`src/rtl/mux_word_sel_if.sv`:
```
// Request/response bus for mux_word_sel: producer side (in_*) and consumer side (out_*).
// master = producer/consumer environment, slave = the mux block.
interface mux_word_sel_if #(
  parameter int WIDTH  = 4,
  parameter int NUM_IN = 4
);
  localparam int SEL_W = (NUM_IN > 1) ? $clog2(NUM_IN) : 1;

  logic [NUM_IN*WIDTH-1:0] in_data;
  logic [SEL_W-1:0]        in_sel;
  logic                    in_mode;
  logic                    in_valid;
  logic                    in_ready;
  logic                    out_valid;
  logic                    out_ready;
  logic [WIDTH-1:0]        out_data;
  logic                    out_bit;
  logic                    out_last;
  logic                    out_err;

  modport master (
    output in_data, in_sel, in_mode, in_valid, out_ready,
    input  in_ready, out_valid, out_data, out_bit, out_last, out_err
  );

  modport slave (
    input  in_data, in_sel, in_mode, in_valid, out_ready,
    output in_ready, out_valid, out_data, out_bit, out_last, out_err
  );
endinterface

```
`src/rtl/mux_word_sel.sv`:
```
// Registered N:1 word mux with valid/ready handshake; optionally serialises the
// selected word MSB-first, one bit per accepted beat.
module mux_word_sel #(
  parameter int WIDTH  = 4,
  parameter int NUM_IN = 4
) (
  input  logic         clk,
  input  logic         rst,
  mux_word_sel_if.slave bus
);
  localparam int SEL_W = (NUM_IN > 1) ? $clog2(NUM_IN) : 1;
  localparam int CNT_W = (WIDTH > 1) ? $clog2(WIDTH) : 1;

  typedef enum logic [1:0] {IDLE, WORD, SHIFT} state_t;

  state_t           state;
  logic             mode_q;
  logic [WIDTH-1:0] shift_q;
  logic [CNT_W-1:0] cnt_q;
  logic [WIDTH-1:0] sel_word;
  logic             sel_err;
  logic             done;
  logic             accept;

  // Word 0 sits in the most significant slot; out-of-range selects yield zero.
  always_comb begin
    sel_word = '0;
    for (int k = 0; k < NUM_IN; k++)
      if (bus.in_sel == SEL_W'(k))
        sel_word = bus.in_data[(NUM_IN-1-k)*WIDTH +: WIDTH];
  end

  assign sel_err = ({1'b0, bus.in_sel} >= (SEL_W+1)'(NUM_IN));

  // Completion frees the slot in the same cycle so requests chain without a bubble.
  assign done         = bus.out_valid & bus.out_ready & (~mode_q | bus.out_last);
  assign bus.in_ready = (state == IDLE) | done;
  assign accept       = bus.in_valid & bus.in_ready;
  assign bus.out_bit  = shift_q[WIDTH-1];

  always_ff @(posedge clk) begin
    if (rst) begin
      state         <= IDLE;
      mode_q        <= 1'b0;
      shift_q       <= '0;
      cnt_q         <= '0;
      bus.out_valid <= 1'b0;
      bus.out_data  <= '0;
      bus.out_last  <= 1'b0;
      bus.out_err   <= 1'b0;
    end else if (accept) begin
      state         <= bus.in_mode ? SHIFT : WORD;
      mode_q        <= bus.in_mode;
      shift_q       <= sel_word;
      cnt_q         <= CNT_W'(WIDTH-1);
      bus.out_valid <= 1'b1;
      bus.out_data  <= sel_word;
      bus.out_last  <= bus.in_mode & (WIDTH == 1);
      bus.out_err   <= sel_err;
    end else if (done) begin
      state         <= IDLE;
      bus.out_valid <= 1'b0;
      bus.out_last  <= 1'b0;
      bus.out_err   <= 1'b0;
    end else if (state == SHIFT && bus.out_ready) begin
      shift_q      <= shift_q << 1;
      cnt_q        <= cnt_q - 1'b1;
      bus.out_last <= (cnt_q == CNT_W'(1));
    end
  end
endmodule
```
`src/flat_wrapper.sv`:
```
// flat-port wrapper written by rule: the top's interface ports become plain ports
module mux_word_sel_flat 
#(
  parameter int WIDTH  = 4,
  parameter int NUM_IN = 4
)
  (clk, rst, bus_in_data, bus_in_sel, bus_in_mode, bus_in_valid, bus_out_ready, bus_in_ready, bus_out_valid, bus_out_data, bus_out_bit, bus_out_last, bus_out_err);
  mux_word_sel_if #(.WIDTH(WIDTH), .NUM_IN(NUM_IN)) bus_i ();
  input  logic clk;
  input  logic rst;
  input wire logic [$bits(bus_i.in_data)-1:0] bus_in_data;
  input wire logic [$bits(bus_i.in_sel)-1:0] bus_in_sel;
  input wire logic [$bits(bus_i.in_mode)-1:0] bus_in_mode;
  input wire logic [$bits(bus_i.in_valid)-1:0] bus_in_valid;
  input wire logic [$bits(bus_i.out_ready)-1:0] bus_out_ready;
  output wire logic [$bits(bus_i.in_ready)-1:0] bus_in_ready;
  output wire logic [$bits(bus_i.out_valid)-1:0] bus_out_valid;
  output wire logic [$bits(bus_i.out_data)-1:0] bus_out_data;
  output wire logic [$bits(bus_i.out_bit)-1:0] bus_out_bit;
  output wire logic [$bits(bus_i.out_last)-1:0] bus_out_last;
  output wire logic [$bits(bus_i.out_err)-1:0] bus_out_err;
  assign bus_i.in_data = bus_in_data;
  assign bus_i.in_sel = bus_in_sel;
  assign bus_i.in_mode = bus_in_mode;
  assign bus_i.in_valid = bus_in_valid;
  assign bus_i.out_ready = bus_out_ready;
  assign bus_in_ready = bus_i.in_ready;
  assign bus_out_valid = bus_i.out_valid;
  assign bus_out_data = bus_i.out_data;
  assign bus_out_bit = bus_i.out_bit;
  assign bus_out_last = bus_i.out_last;
  assign bus_out_err = bus_i.out_err;
  mux_word_sel #(.WIDTH(WIDTH), .NUM_IN(NUM_IN)) u_core (.clk(clk), .rst(rst), .bus(bus_i));
endmodule
```
`config.mk`:
```
export PLATFORM = sky130hd
export DESIGN_NAME = mux_word_sel_flat
export DESIGN_NICKNAME = d
export VERILOG_FILES = /design/src/rtl/mux_word_sel_if.sv /design/src/rtl/mux_word_sel.sv /design/src/flat_wrapper.sv
export SDC_FILE = /design/constraint.sdc
export NUM_CORES = 1
export LEC_CHECK = 0
export BUFFER_PORTS_ARGS = -buffer_cell sky130_fd_sc_hd__buf_2
export CORE_UTILIZATION = 41
export CTS_CLUSTER_SIZE = 16
export DETAILED_ROUTE_END_ITERATION = 12
export HOLD_SLACK_MARGIN = 0.12
export PLACE_DENSITY_LB_ADDON = 0.12
export SYNTH_ARGS = -nofsm -noshare
export SYNTH_HDL_FRONTEND = slang
export SYNTH_SLANG_ARGS = --single-unit
```
`constraint.sdc`:
```
create_clock -name clk -period 2.03 [get_ports clk]
set_input_delay 0 -clock clk [delete_from_list [all_inputs] [get_ports clk]]
set_output_delay 0 -clock clk [all_outputs]
set_load 0.05 [all_outputs]
```
# [Yosys cells after proc, flatten, opt, wreduce, memory -nomap -nowiden]
# Index checks and enable logic that the tools add are counted.
[word_totals] in_bits=23 out_inout_bits=9 ff_bits=15
[classes] n_addsub=1 n_bitwise=6 reduce_logical=7 eq_ne=6 mux=15
[op_table] cell="two-way mux 4 bit" count=7
[op_table] cell="two-way mux 2 bit" count=6
[op_table] cell="equality test 2 bit, second input constant" count=3
[op_table] cell="equality test 2 x 1 -> 1 bit, second input constant" count=2
[op_table] cell="zero test 2 bit" count=2
[op_table] cell="nonzero test 2 bit" count=2
[op_table] cell="AND 1 bit" count=3
[op_table] cell="OR reduction 3 bit" count=1
[op_table] cell="two-way mux 1 bit" count=2
[op_table] cell="inequality test 2 bit, second input constant" count=1
[op_table] cell="OR 1 bit" count=2
[op_table] cell="AND reduction 2 bit" count=1
[op_table] cell="subtractor 2 x 1 -> 2 bit, second input constant" count=1
[op_table] cell="logical AND 1 bit" count=1
[op_table] cell="NOT 1 bit" count=1

# [Longest topological paths before layout]
# Gate-level depths: netlist of run 1.
[logic_depth] depth_word=7 depth_mapped=5

# [Least setup slack after synthesis of run 1]
# OpenSTA, ideal clock, no wires.
[synth_path] kind="reg-to-reg" startpoint="register u_core.bus.out_last" endpoint="register u_core.shift_q[3]" path_stages_with_launch=6 slack_ps=332 n_path_buf=0 setup_ps=119 arrival_time_ps=1580 cell_sequence="dfxtp_1 nand2b_4 a31oi_4 inv_4 nand2_4 o221a_1"
[synth_via] elab_chain_cells=6
[synth_rtl] element="start: declaration" line="mux_word_sel_if.sv:28" source="output in_ready, out_valid, out_data, out_bit, out_last, out_err"
[synth_rtl] element="start signal: assignment" line="mux_word_sel.sv:58" source="bus.out_last <= bus.in_mode & (WIDTH == 1);"
[synth_rtl] element="start signal: assignment" line="mux_word_sel.sv:68" source="bus.out_last <= (cnt_q == CNT_W'(1));"
[synth_rtl] element="OR 1 bit *" line="mux_word_sel.sv:36" source="assign done = bus.out_valid & bus.out_ready & (~mode_q | bus.out_last);"
[synth_rtl] element="AND 1 bit *" line="mux_word_sel.sv:36"
[synth_rtl] element="OR 1 bit *" line="mux_word_sel.sv:37" source="assign bus.in_ready = (state == IDLE) | done;"
[synth_rtl] element="via bus_in_ready" line="flat_wrapper.sv:16" source="output wire logic [$bits(bus_i.in_ready)-1:0] bus_in_ready;"
[synth_rtl] element="AND 1 bit *" line="mux_word_sel.sv:38" source="assign accept = bus.in_valid & bus.in_ready;"
[synth_rtl] element="inequality test 2 bit (no source line) or nonzero test 2 bit (tied branches)"
[synth_rtl] element="AND reduction 2 bit (no source line)"
[synth_rtl] element="end signal: assignment" line="mux_word_sel.sv:54" source="shift_q <= sel_word;"
[synth_rtl] element="end signal: assignment" line="mux_word_sel.sv:66" source="shift_q <= shift_q << 1;"
[synth_rtl] element="end: declaration" line="mux_word_sel.sv:18" source="logic [WIDTH-1:0] shift_q;"
# The timed path passes the listed nets; every way through them passes the cells marked *.
# A chain may end at the register's enable or synchronous reset.

# [Worst setup path after layout of run 1]
[layout_path] startpoint="register u_core.bus.out_last" endpoint="register u_core.mode_q"
[layout_via] elab_chain_cells=4
[layout_rtl] element="OR 1 bit" line="mux_word_sel.sv:36"
[layout_rtl] element="AND 1 bit" line="mux_word_sel.sv:36"
[layout_rtl] element="OR 1 bit" line="mux_word_sel.sv:37"
[layout_rtl] element="AND 1 bit" line="mux_word_sel.sv:38"
[layout_rtl] element="end signal: assignment" line="mux_word_sel.sv:53" source="mode_q <= bus.in_mode;"
[layout_rtl] element="end: declaration" line="mux_word_sel.sv:17" source="logic mode_q;"
# Every way passes these cells.

==> flow_metrics.py, run 1 <==
metrics = {
    "status": {
        "status": "finished, final reports clean",
    },
    "worst_setup_path": {
        "crit_required_ns": 2.19,
        "critical_path_class": "flop to flop",
        "cp_cell_sequence": "nand2b_4 -> a31oi_4 -> inv_4 -> nand3_1 -> dlygate4sd3_1 -> a21oi_1",
        "r2r_slack_ns": 0.26,
        "cp-end-kind": "flop",
        "cp_slowest_cell": "dlygate4sd3_1",
        "crit_path_max_fanout": 8,
        "cpPeakStageDelay_ns": 0.57,
        "r2r_cells": 6,
        "arrival_ns": 1.94,
        "cp-start-kind": "flop",
    },
    "sta": {
        "finalCriticalPeriod_ns": 1.77,
        "skew_ns": 0.00178,
        "rsz0062_at_grt": "no",
        "worst_slack_ns": 0.258,
        "drv_slew": 0,
        "final-setup-viol-count": 0,
        "finalSetupTns_ns": 0,
        "max_freq_mhz": 564,
        "final_hold_viol_count": 0,
        "hold_slack_ns": 0.199,
        "period_share": 0.873,
    },
    "layout": {
        "seqCellArea_um2": 300,
        "drive_above_1_share": 0.391,
        "layout_common_cells": "buf_2 (30), dfxtp_1 (15), a21oi_1 (13), inv_1 (6), nand3_1 (6)",
        "area_growth_pct": 30.3,
        "final_area_um2": 995,
        "multi_input_area_um2": 418,
        "nNetsFinal": 135,
        "nFillCells": 174,
        "antennaDiodeCount": 0,
        "final_common_cell": "buf_2",
    },
    "hold_path": {
        "hold_class": "primary input to flop",
        "whs_path_depth": 4,
    },
    "placement": {
        "port_buffers": 30,
        "dpl.hpwl_um": 1270,
        "place_ws_ns": 0.674,
        "placed_area_um2": 928,
        "place.gp.congestion": 0.743,
    },
    "global_route": {
        "grt_pass1_wl_um": 2790,
        "antenna_found_initial": 0,
        "grt_overflow": 0,
        "track_usage": 0.197,
        "grt_pass1_vias": 675,
        "grt_max_degree": 16,
    },
    "power_and_ir_drop": {
        "leakage_nw": 0.427,
        "power_density_nw_per_um2": 725,
        "ir_worst_vdd_mv": 0.428,
        "total_power_uw": 721,
    },
    "floorplanning": {
        "die_h_um": 45.1,
        "ios": 32,
        "die_area_um2": 2040,
        "core_um2": 1730,
        "rows": 15,
        "initial_core_util": 0.442,
        "die_w_um": 45.1,
    },
    "logic_synthesis": {
        "avgSynthCellArea_um2": 10.2,
        "yosys_warnings": 0,
        "synth.area.top_cells": "dfxtp_1 (39%), mux4_2 (8.9%), a21oi_1 (8.5%)",
        "synth_top_area_frac": 0.393,
        "yosysUniqueCellTypes": 30,
        "synth_seq_cells": 15,
        "synthesis.area_um2": 763,
        "synth_top_area_cell": "dfxtp_1",
        "synthCells": 75,
        "seq_area_frac_synth": 0.393,
        "syn-num-nets": 99,
    },
    "clocking": {
        "postCtsSetupBuffers": 0,
        "clockRootBuffer": "clkbuf_4",
        "cts_sinks": 15,
        "clk_latency_ns": 0.28,
        "cts_tree": "built",
        "path_clk_slew_ns": 0.09,
        "cts_buffers": 3,
        "cts_max_level": 1,
        "clock_path_buffers": 2,
    },
    "routing": {
        "drt-initial-drc-count": 6,
        "viasPerCell": 5.28,
        "avgRoutedWirePerCell_um": 12.5,
        "vias": 713,
        "wl_um": 1690,
        "drtPass1Iterations": 4,
        "drc": 0,
        "ant_nets": 0,
    },
    "run": {
        "cap_violations": 0,
    },
}
## path summary, 6_finish.rpt
| check | startpoint | end |
|---|---|---|
| setup / recovery | u_core.bus.out_last | u_core.mode_q |
| hold reg to reg | u_core.state[1] | u_core.state[1] |
| setup reg to reg | u_core.bus.out_last | u_core.mode_q |
| hold / removal | bus_out_ready | u_core.state[1] |
## registers in the layout, indices dropped and copies added, names as in the netlist
register              count
u_core.state              2
u_core.bus.out_last       1
u_core.bus.out_valid      1
u_core.shift_q            4
u_core.cnt_q              2
u_core.bus.out_data       4
u_core.mode_q             1
## layout make-up
type / count / area share
Inverter: 7 / 0.0289
Multi-Input combinational cell: 50 / 0.420
Sequential cell: 15 / 0.302
Clock buffer: 4 / 0.0264
Tap cell: 25 / 0.0314
Timing Repair Buffer: 34 / 0.191
## synthesized netlist by cell type
library cell	number
dfxtp_1	15
a21oi_1	13
inv_1	6
nand3_1	6
o21ai_0	5
mux4_2	3
nand2_1	2
nor2_1	2
o221a_1	2
a21o_1	1
a21oi_4	1
a31oi_4	1
a32oi_1	1
and4b_1	1
buf_2	1
buf_4	1
clkbuf_1	1
conb_1	1
ha_1	1
inv_4	1
mux2_2	1
mux2i_1	1
mux4_1	1
nand2_4	1
nand2b_4	1
nand3b_1	1
o211ai_1	1
o21ai_1	1
o221a_2	1
xnor2_1	1
## critical path: cells and delay by family, from the launching register on
family / cells / cell delay, ns
buffers and inverters: 2 / 0.68
AO/OA/AOI/OAI: 2 / 0.37
flip-flops: 1 / 0.33
AND/OR/NAND/NOR: 2 / 0.27
## repair_timing
item | in CTS | in global routing
endpoints found under the hold margin | 11 | 0
gates resized for setup | 0 | 0
hold buffers | 4 | 0
## stage by stage
step | instances | util
after global routing | 135 | 0.576
after detailed placement | 127 | 0.538
after global placement | 127 | 0.538
after CTS | 135 | 0.576
after floorplan | 75 | -
final | 135 | 0.576
## layer usage
metal / up-vias / wire, µm / GRT usage
li1: 347 / - / -
met1: 334 / 754 / 0.223
met2: 28 / 821 / 0.345
met3: 4 / 92 / 0.0480
met4: 0 / 26 / 0.0909
met5: - / 0 / 0
## power breakdown
part | total, mW | internal [mW] | switching, mW
sequential | 0.340 | 0.321 | 0.0189
combinational | 0.211 | 0.0797 | 0.131
clock | 0.170 | 0.0762 | 0.0942
total | 0.721 | 0.477 | 0.244
## logic make-up after synthesis
logic type | share of synthesized area
XOR/XNOR | 0.0115
AND/OR/NAND/NOR | 0.115
multiplexers | 0.151
AO/OA/AOI/OAI | 0.249
buffers and inverters | 0.0590
adder cells (fa/ha/maj) | 0.0164
flip-flops | 0.393
other | 0.00491
Power figures use the tool's default switching activity.
==> run 2: changes to the inputs <==
Clock period 2.03 ns to 1.4 ns, I/O delays scaled along.
==> run 2 against run 1 <==
  * Via count decreased by 2.0%
  * Sequential cell count unchanged
  * Hold slack got worse by 0.024 ns
  * Global-route usage decreased by 0.86 points
  * Die area unchanged
  * Non-clock buffer count unchanged
  * First-iteration DRC count increased by 67%
==> flow_metrics.py, run 2 (synthesized netlist as in run 1, its figures left out) <==
metrics = {
    "sta": {
        "final_hold_viol_count": 0,
        "drv_slew": 0,
        "final-setup-viol-count": 0,
        "skew_ns": 0.00326,
        "worst_slack_ns": 0.0599,
        "finalSetupTns_ns": 0,
        "max_freq_mhz": 746,
        "period_share": 0.957,
        "finalCriticalPeriod_ns": 1.34,
        "hold_slack_ns": 0.175,
    },
    "floorplanning": {
        "ios": 32,
        "die_h_um": 45.1,
        "rows": 15,
        "core_um2": 1730,
        "initial_core_util": 0.442,
        "die_area_um2": 2040,
        "die_w_um": 45.1,
    },
    "clocking": {
        "clock_path_buffers": 2,
        "cts_sinks": 15,
        "cts_buffers": 3,
        "clockRootBuffer": "clkbuf_4",
        "path_clk_slew_ns": 0.09,
        "cts_max_level": 1,
        "cts_tree": "built",
        "clk_latency_ns": 0.29,
        "postCtsSetupBuffers": 0,
    },
    "routing": {
        "ant_nets": 0,
        "drc": 0,
        "wl_um": 1610,
        "drtPass1Iterations": 4,
        "vias": 699,
        "avgRoutedWirePerCell_um": 11.9,
        "viasPerCell": 5.18,
        "drt-initial-drc-count": 10,
    },
    "global_route": {
        "antenna_found_initial": 0,
        "grt_max_degree": 16,
        "grt_overflow": 0,
        "grt_pass1_vias": 614,
        "track_usage": 0.188,
        "grt_pass1_wl_um": 2680,
    },
    "hold_path": {
        "hold_class": "primary input to flop",
    },
    "power_and_ir_drop": {
        "clock_power_share": 0.239,
        "total_power_mw": 1.06,
        "switching_share": 0.340,
        "leakage_nw": 0.435,
        "combPwrFrac": 0.297,
        "switchingPower_uw": 360,
        "power_density_nw_per_um2": 1050,
        "p_int_uw": 700,
        "ir_worst_vdd_mv": 0.472,
        "p_seq_frac": 0.465,
    },
    "layout": {
        "antennaDiodeCount": 0,
        "nFillCells": 165,
        "layout.cells.non_filler": 135,
        "area_growth_pct": 31.8,
        "final_area_um2": 1010,
        "nNetsFinal": 135,
        "seqCellArea_um2": 305,
        "layout_common_cells": "buf_2 (29), a21oi_1 (13), dfxtp_1 (13), inv_1 (6), nand3_1 (6)",
        "final_util": 0.583,
        "drive_above_1_share": 0.418,
        "multi_input_area_um2": 418,
        "top_regs": "u_core.bus.out_data (4), u_core.shift_q (4)",
        "final_common_cell": "buf_2",
    },
    "worst_setup_path": {
        "critPathBufInv": 2,
        "cp_cell_sequence": "nand2b_4 -> a31oi_4 -> inv_6 -> buf_6",
        "cp-end-kind": "primary output",
        "critical_path_class": "flop to primary output",
        "arrival_ns": 1.34,
        "cp-start-kind": "flop",
        "crit_family": "flip-flops",
        "cpPeakStageDelay_ns": 0.35,
        "crit_path_max_fanout": 8,
        "crit_required_ns": 1.40,
        "cp_slowest_cell": "dfxtp_4",
    },
    "run": {
        "cap_violations": 0,
    },
    "status": {
        "status": "finished, final reports clean",
    },
    "placement": {
        "dp_cells": 128,
        "placed_area_um2": 943,
        "place.gp.congestion": 0.742,
        "place_ws_ns": 0.0816,
        "port_buffers": 30,
        "dpl.hpwl_um": 1230,
    },
}
[run 2: changes by cell type in the layout (fill, tap and decap cells not counted), sizes merged]
cell,change
buf,+1
dlygate4sd3,-1
[run 2: worst paths after layout]
check                              start                     end  slack (ns)  cells past startpoint
setup reg to reg     u_core.bus.out_last       u_core.shift_q[1]        0.07                      4
hold reg to reg   u_core.bus.out_data[0]  u_core.bus.out_data[0]        0.48                      2
setup / recovery     u_core.bus.out_last            bus_in_ready        0.06                      4
hold / removal             bus_out_ready         u_core.state[0]        0.18                      4
[run 2: worst min-delay path: cells and delay by family]
family | cells | cell delay [ns]
compound gates | 1 | 0.07
simple gates | 2 | 0.23
buf+inv | 1 | 0.13
[run 2: what timing repair did]
action | 4_1_cts | 5_1_grt
hold buffers | 3 | 0
pin swaps | 1 | 1
endpoints found under the hold margin | 11 | 0
resized for setup | 0 | 3
setup endpoints to repair | 1 | 1
[run 2: area by class of cell]
class,instances,area share
well taps,25,0.0311
multi-input cells,50,0.415
repair buffers,34,0.193
clock buffers,4,0.0261
flip-flops and latches,15,0.303
inverters,7,0.0311
[run 2: metal layers]
metal	up-vias	part of all wire	global-route usage
li1	351	-	-
met1	315	0.45	0.232
met2	28	0.46	0.296
met3	5	0.060	0.0480
met4	0	0.027	0.109
met5	-	0	0
[run 2: power by group through the flow]
stage	Clock (mW)	Sequential (mW)	Combinational, mW
6_report	0.253	0.492	0.314
5_1_grt	0.282	0.498	0.340
4_1_cts	0.260	0.493	0.310
3_5_place_dp	0	0.502	0.302
3_3_place_gp	0	0.501	0.300
2_1_floorplan	0	0.555	0.162
